[src/rtl/wb_stage_pkg.sv]
// Shared definitions for the writeback stage: register-file write-select codes,
// bus widths and the writeback FSM state encoding.
package wb_stage_pkg;

    localparam int DATA_BUS     = 16;
    localparam int REG_ADDR_BUS = 3;
    localparam int REG_OP_W     = 3;

    localparam logic [DATA_BUS-1:0] DATA_ZERO = '0;

    localparam logic [REG_OP_W-1:0] REG_OP_NOP = 3'd0;
    localparam logic [REG_OP_W-1:0] REG_OP_T   = 3'd1;
    localparam logic [REG_OP_W-1:0] REG_OP_SP  = 3'd2;
    localparam logic [REG_OP_W-1:0] REG_OP_IH  = 3'd3;
    localparam logic [REG_OP_W-1:0] REG_OP_RA  = 3'd4;
    localparam logic [REG_OP_W-1:0] REG_OP_REG = 3'd5;

    typedef enum logic [1:0] {
        IDLE,
        HOLD,
        WAIT_LOAD
    } wb_state_e;

    // Encodings outside the defined set must never reach the register file.
    function automatic logic [REG_OP_W-1:0] reg_op_sanitize(input logic [REG_OP_W-1:0] op);
        case (op)
            REG_OP_T, REG_OP_SP, REG_OP_IH, REG_OP_RA, REG_OP_REG: return op;
            default:                                               return REG_OP_NOP;
        endcase
    endfunction

endpackage

[src/rtl/wb_stage.sv]
// Writeback stage: retires one instruction per cycle into the register file,
// stalling MEM while a late load is outstanding and abandoning it on timeout.
module wb_stage #(
    parameter int DATA_W       = 16,
    parameter int REG_ADDR_W   = 3,
    parameter int REG_OP_W     = 3,
    parameter int LOAD_TIMEOUT = 255
) (
    input  logic                  clk_50MHz,
    input  logic                  rst,
    input  logic                  in_valid,
    output logic                  in_ready,
    input  logic [REG_OP_W-1:0]   in_reg_op,
    input  logic [REG_ADDR_W-1:0] in_wb_addr,
    input  logic [DATA_W-1:0]     in_alu_data,
    input  logic                  in_is_load,
    input  logic [DATA_W-1:0]     mem_rdata,
    input  logic                  mem_rvalid,
    input  logic                  flush,
    output logic [REG_OP_W-1:0]   reg_op,
    output logic [REG_ADDR_W-1:0] wb_addr,
    output logic [DATA_W-1:0]     wb_data,
    output logic                  load_err,
    output logic [15:0]           retire_count
);
    import wb_stage_pkg::*;

    localparam logic [15:0] TIMEOUT_VAL = 16'(LOAD_TIMEOUT);

    wb_state_e             state_q, state_d;
    logic [REG_OP_W-1:0]   reg_op_q, reg_op_d;
    logic [REG_ADDR_W-1:0] wb_addr_q, wb_addr_d;
    logic [DATA_W-1:0]     wb_data_q, wb_data_d;
    logic                  load_err_q, load_err_d;
    logic [15:0]           retire_q, retire_d;
    logic [15:0]           tcnt_q, tcnt_d;
    logic [REG_OP_W-1:0]   pend_op_q, pend_op_d;
    logic [REG_ADDR_W-1:0] pend_addr_q, pend_addr_d;

    logic                  accept;
    logic [REG_OP_W-1:0]   in_op_clean;
    logic [REG_ADDR_W-1:0] in_addr_clean;
    logic [15:0]           tcnt_inc;

    assign in_ready      = (state_q != WAIT_LOAD);
    assign accept        = in_valid & in_ready & ~flush;
    assign in_op_clean   = reg_op_sanitize(in_reg_op);
    assign in_addr_clean = (in_op_clean == REG_OP_REG) ? in_wb_addr : '0;
    assign tcnt_inc      = tcnt_q + 16'd1;

    always_comb begin
        state_d     = state_q;
        reg_op_d    = REG_OP_NOP;
        wb_addr_d   = '0;
        wb_data_d   = '0;
        load_err_d  = 1'b0;
        tcnt_d      = tcnt_q;
        pend_op_d   = pend_op_q;
        pend_addr_d = pend_addr_q;
        retire_d    = retire_q;

        if (state_q == HOLD && reg_op_q != REG_OP_NOP) begin
            retire_d = retire_q + 16'd1;
        end

        case (state_q)
            IDLE, HOLD: begin
                if (!accept) begin
                    state_d = IDLE;
                end else if (in_is_load && in_op_clean != REG_OP_NOP && !mem_rvalid) begin
                    state_d     = WAIT_LOAD;
                    pend_op_d   = in_op_clean;
                    pend_addr_d = in_addr_clean;
                    tcnt_d      = '0;
                end else begin
                    state_d   = HOLD;
                    reg_op_d  = in_op_clean;
                    wb_addr_d = in_addr_clean;
                    wb_data_d = (in_is_load && mem_rvalid) ? mem_rdata : in_alu_data;
                end
            end
            WAIT_LOAD: begin
                // A flush wins over data arriving in the same cycle.
                if (flush) begin
                    state_d = IDLE;
                end else if (mem_rvalid) begin
                    state_d   = HOLD;
                    reg_op_d  = pend_op_q;
                    wb_addr_d = pend_addr_q;
                    wb_data_d = mem_rdata;
                end else if (tcnt_inc == TIMEOUT_VAL) begin
                    state_d    = IDLE;
                    load_err_d = 1'b1;
                    tcnt_d     = tcnt_inc;
                end else begin
                    tcnt_d = tcnt_inc;
                end
            end
            default: state_d = IDLE;
        endcase
    end

    always_ff @(posedge clk_50MHz) begin
        if (rst) begin
            state_q     <= IDLE;
            reg_op_q    <= REG_OP_NOP;
            wb_addr_q   <= '0;
            wb_data_q   <= '0;
            load_err_q  <= 1'b0;
            retire_q    <= '0;
            tcnt_q      <= '0;
            pend_op_q   <= REG_OP_NOP;
            pend_addr_q <= '0;
        end else begin
            state_q     <= state_d;
            reg_op_q    <= reg_op_d;
            wb_addr_q   <= wb_addr_d;
            wb_data_q   <= wb_data_d;
            load_err_q  <= load_err_d;
            retire_q    <= retire_d;
            tcnt_q      <= tcnt_d;
            pend_op_q   <= pend_op_d;
            pend_addr_q <= pend_addr_d;
        end
    end

    assign reg_op       = reg_op_q;
    assign wb_addr      = wb_addr_q;
    assign wb_data      = wb_data_q;
    assign load_err     = load_err_q;
    assign retire_count = retire_q;

endmodule

[config.mk]
export PLATFORM = sky130hd
export DESIGN_NAME = wb_stage
export DESIGN_NICKNAME = d
export VERILOG_FILES = /design/src/rtl/wb_stage_pkg.sv /design/src/rtl/wb_stage.sv
export SDC_FILE = /design/constraint.sdc
export NUM_CORES = 1
export LEC_CHECK = 0
export ABC_AREA = 0
export BUFFER_PORTS_ARGS = -buffer_cell sky130_fd_sc_hd__buf_2
export CAP_MARGIN = 10
export CORE_ASPECT_RATIO = 0.6
export CORE_MARGIN = 1.5
export CORE_UTILIZATION = 47
export DETAILED_ROUTE_END_ITERATION = 8
export PLACE_DENSITY = 0.76
export SETUP_SLACK_MARGIN = 0.2
export SLEW_MARGIN = 15
export SYNTH_ARGS = -nofsm -noshare
export SYNTH_HDL_FRONTEND = slang
export SYNTH_SLANG_ARGS = --single-unit
export TNS_END_PERCENT = 1
[constraint.sdc]
create_clock -name clk_50MHz -period 2.1 [get_ports clk_50MHz]
set_input_delay 0.42 -clock clk_50MHz [delete_from_list [all_inputs] [get_ports clk_50MHz]]
set_output_delay 0.42 -clock clk_50MHz [all_outputs]
set_load 0.005 [all_outputs]
**Word-level counts from Yosys, hierarchy flattened**

Index checks and enable logic that the tools add are counted.
Widths: inputs -> output; s select.

- Flip-flop bits (word level): 63
- Logic and storage cells: 74

- Add/subtract/negate cells: 2
- Eq/ne operators: 15
- Mux-type cells: 30
- Bitwise operators: 4
- Reductions and logical operators: 14

Operators with widths:

| operator | count |
|---|---|
| $mux 16 | 9 |
| $pmux 16 s2 | 2 |
| $add 16x1->16 const B | 2 |
| $mux 3 | 10 |
| $eq 16x8->1 const B | 1 |
| $pmux 3 s2 | 2 |
| $mux 2 | 5 |
| $ne 2x2->1 const B | 5 |
| $eq 3x3->1 const B | 3 |
| $eq 3x2->1 const B | 2 |
| $reduce_bool 3->1 | 2 |
| $reduce_and 5->1 | 1 |
| $reduce_or 5->1 | 1 |
| $logic_and 1x1->1 | 4 |
| $ne 4x4->1 const B | 1 |
| $pmux 2 s2 | 1 |
| $reduce_or 4->1 | 1 |
| $eq 3x1->1 const B | 1 |
| $reduce_and 3->1 | 1 |
| $and 1x1->1 | 2 |
| $eq 2x1->1 const B | 1 |
| $eq 2x2->1 const B | 1 |
| $logic_not 2->1 | 1 |
| $not 1->1 | 2 |
| 4 further kinds | 4 |

**Depth between registers and ports, before layout**

- Depth in word-level cells: 9
- Mapped depth: 8
- Mapped depth without buffers: 7

**Worst setup path before layout**

OpenSTA, ideal clock, no wires.

- Path kind: reg-to-reg
- Start point: register tcnt_q[0]
- End point: register load_err_q (netlist: load_err)
- Arrival: 2.178 ns
- Required time: 2.000 ns
- Setup slack: -0.178 ns
- Cell stages (with the launch flop): 7
- Buffers on the path: 0
- Clock period less this slack: 2.278 ns
- Cell sequence: dfxtp_1 -> nand4_1 -> or2_2 -> nor4_1 -> xor2_1 -> or4_4 -> a2111oi_4

- Word-level cells in the longest chain between the ends: 3

Ends and longest elaborated chain:

| what | RTL line | source |
|---|---|---|
| from (decl) | wb_stage.sv:36 | `logic [15:0] tcnt_q, tcnt_d;` |
| from (signal assigned) | wb_stage.sv:121 | `tcnt_q <= tcnt_d;` |
| $add 16x1->16 | wb_stage.sv:49 | `assign tcnt_inc = tcnt_q + 16'd1;` |
| $eq 16x8->1 | wb_stage.sv:91 | `end else if (tcnt_inc == TIMEOUT_VAL) begin` |
| $mux 1 | wb_stage.sv:91 |  |
| to (signal assigned) | wb_stage.sv:119 | `load_err_q <= load_err_d;` |
| to (decl) | wb_stage.sv:34 | `logic load_err_q, load_err_d;` |

Every way passes these cells.
A chain may end at the register's enable or synchronous reset.

**Final worst setup path**

- Start point: register tcnt_q[0]
- End point: register state_q[1]

- Word-level cells in the longest chain between the ends: 3

Ends and longest elaborated chain:

| what | RTL line | source |
|---|---|---|
| $add 16x1->16 | wb_stage.sv:49 |  |
| $eq 16x8->1 | wb_stage.sv:91 |  |
| $ne 4x4->1 (no source line) | -- |  |
| to (signal assigned) | wb_stage.sv:115 | `state_q <= state_d;` |
| to (decl) | wb_stage.sv:30 | `wb_state_e state_q, state_d;` |

Every way passes these cells.

==> flow_summary.yaml <==
power:
  p_leak_nw: 1.72
  ir_drop_mv: 0.352
  power_mw: 2.41
  pwr_density_cell_mw_per_mm2: 611
place:
  place.detailed.hpwl_mm: 5.59
  numPortBuffers: 83
  dp_cells: 525
  dpl-instance-area_mm2: 0.00363
  pre_cts_ws_ns: -0.339
  gp_congestion: 0.871
clocking:
  clockRootBuffer: "clkbuf_8"
  clockBufferDepth: 2
  tritoncts: "built"
  hold_buffers: 0
  cts_buffers: 9
  clk_latency_ns: 0.35
  clock_sinks: 63
  cts_htree_levels: 3
  clk_pin_slew_ns: 0.07
floorplanning:
  fp.dieH_um: 64.0
  start_util_pct: 50.4
  fp.coreArea_mm2: 0.00578
  die-area_mm2: 0.00669
  die_width_um: 105
  ioPinCount: 84
  rows: 21
synth:
  synthTopCellsByArea: "dfxtp_1 43%, nor2_1 9.7%, a22oi_1 6.2%, a21oi_1 3.1%, xnor2_1 3.0%"
  synth_top_cell_area_share_pct: 43.3
  yosys_warnings: 0
  syn_inst: 347
  synth_cell_types: 47
  synth_seq_area_share_pct: 43.3
  ys_ff_latch: 63
  syn_nets: 394
  syn_area_mm2: 0.00291
  syn_area_per_cell_um2: 8.39
  synth_top_area_cell: "dfxtp_1"
setup_path:
  critPathCapture: "state_q[1]$_SDFFE_PP0P_"
  reg2reg_setup_slack_ns: -0.05
  cp.required_ns: 2.34
  critPathMaxFanout: 6
  crit_path_end_kind: "flop"
  crit_arrival_ns: 2.39
  r2r_start: "tcnt_q[0]$_SDFFE_PP0P_"
  cp-start-kind: "flop"
  cp_slowest_stage_delay_ns: 0.56
  worst-path-stages: 6
  crit_slowest_cell: "or4_4"
  cp-startpoint: "tcnt_q[0]$_SDFFE_PP0P_"
  path_buf_inv: 0
  crit-reg2reg-capture: "state_q[1]$_SDFFE_PP0P_"
  cpLargestDelayFamily: "simple AND/OR/NAND/NOR gates"
  worstRegToRegCells: 6
  crit_type: "flop to flop"
  crit_chain: "nand4_1 -> nor3_2 -> nand3_1 -> a2bb2o_4 -> or4_4 -> a21bo_2"
cells_and_area:
  n_antenna_cell: 0
  fin_util_pct: 68.3
  syn2layout_area_growth_pct: 35.5
  layout_commonest_cell: "buf_2"
  nets: 511
  drive_gt1_share_pct: 35.8
  instances_no_fill: 549
  final_cell_area_mm2: 0.00395
  final_cell_mix: "83 x buf_2, 75 x nor2_1, 59 x dfxtp_1, 38 x buf_4, 24 x a22oi_1"
route:
  dr_total_vias: 2993
  first_pass_iters: 5
  first_iter_violations: 248
  drt-wirelength-per-cell_um: 14.1
  routed_wl_mm: 7.76
  antenna_left: 0
  drc: 0
  vias_per_cell: 5.45
timing:
  fin_hold_ws_ns: 0.309
  tightest_slew_ns: 0.454
  layout_min_cycle_time_ns: 2.15
  rsz0062_at_grt: "yes"
  fin_crit_sh_pct: 102
  layout_setup_ws_ns: -0.0456
  max_freq_ghz: 0.466
  slew_headroom_pct: 69.6
  slew_violations: 0
  finalHoldViolCount: 0
  setup_viol: 2
  setup-tns-final_ns: -0.0778
  skew_ns: 0.00552
global_route:
  grt_first_pass_wirelength_mm: 12.8
  overflow: 0
  antenna_found_initial: 0
  grt_usage_pct: 24.1
  grt_max_degree: 25
  grt_pass1_vias: 2759
status:
  violations: "negative setup slack"
  status: "finished with violations"
job:
  cap_violations: 0
worst_hold_path:
  hp-class: "input pin to flop"
==> metal layers <==
layer	track usage, %	vias up	share of wire [%]
li1	-	1466	-
met3	9.08	6	9.3
met4	6.85	0	0.90
met2	36.9	133	44
met1	31.8	1388	46
met5	0	-	0
==> power by group <==
part,total (mW),switching (mW),internal (mW)
Clock,1.05,0.497,0.550
Sequential,1.21,0.00526,1.20
Combinational,0.158,0.0830,0.0754
Total,2.41,0.585,1.83
==> Yosys cell counts (all sizes together) <==
cell type and instances:
a2111oi 1, a211oi 1, a21bo 1, a21boi 1, a21o 2, a21oi 19
a22oi 24, a2bb2o 1, a311oi 5, a31oi 1, a32oi 1, and3 9
and4 1, buf 7, clkbuf 10, dfxtp 63, ha 3, inv 9
mux2i 6, nand2 18, nand2b 3, nand3 13, nand3b 1, nand4 9
nand4b 1, nand4bb 1, nor2 75, nor2b 4, nor3 12, nor3b 2
nor4 3, o211a 1, o211ai 1, o21ai 11, or2 2, or3 5
or4 3, xnor2 10, xor2 7
==> worst min-delay path, cell delays in order <==
cell	delay [ns]
buf_2	0.07
a22oi_1	0.05
nor2_1	0.07
==> flip-flops by register name (all words and copies together) (netlist names) <==
register and flops:
load_err 1, pend_addr_q 3, pend_op_q 3, reg_op 3, retire_count 16, state_q 2
tcnt_q 16, wb_addr 3, wb_data 16
==> layout make-up <==
| class | count | area (um2) |
|---|---|---|
| clock inverter | 7 | 71.3 |
| sequential | 63 | 1280 |
| clock buffer | 9 | 124 |
| inverter | 9 | 33.8 |
| multi-input combinational | 258 | 1620 |
| timing repair buffer | 123 | 723 |
| tap | 80 | 100 |
| fill | 478 | 1830 |
==> worst min-delay path by stage <==
| stage | from | to | cells after the start |
|---|---|---|---|
| 2_1_floorplan | pend_op_q[0]$_SDFFE_PP0P_ | reg_op[0]$_SDFF_PP0_ | 2 |
| 4_1_cts | mem_rdata[0] | wb_data[0]$_SDFF_PP0_ | 3 |
| 5_1_grt | mem_rdata[15] | wb_data[15]$_SDFF_PP0_ | 3 |
| 3_5_place_dp | pend_op_q[0]$_SDFFE_PP0P_ | reg_op[0]$_SDFF_PP0_ | 2 |
| 3_3_place_gp | pend_op_q[0]$_SDFFE_PP0P_ | pend_op_q[0]$_SDFFE_PP0P_ | 2 |
| 6_report | mem_rdata[15] | wb_data[15]$_SDFF_PP0_ | 3 |
==> logic make-up (layout without fill, tap and decap cells) <==
| family | count (synthesis) | in the layout | synth area share, % |
|---|---|---|---|
| compound gates | 70 | 70 | 17.1 |
| xor+xnor | 17 | 17 | 5.11 |
| fa+ha+maj | 3 | 3 | 1.29 |
| buf+inv | 26 | 148 | 4.38 |
| flops | 63 | 63 | 43.3 |
| mux | 6 | 6 | 2.06 |
| simple gates | 162 | 162 | 26.8 |
==> repair_timing <==
item | in CTS | in global routing
gates cloned | 0 | 0
hold endpoints to repair | 0 | 0
resized for setup | 4 | 11
setup endpoints to repair | 27 | 33
pin swaps | 3 | 6
setup buffers | 0 | 8
No activity file was read; power rests on OpenSTA's default activity.
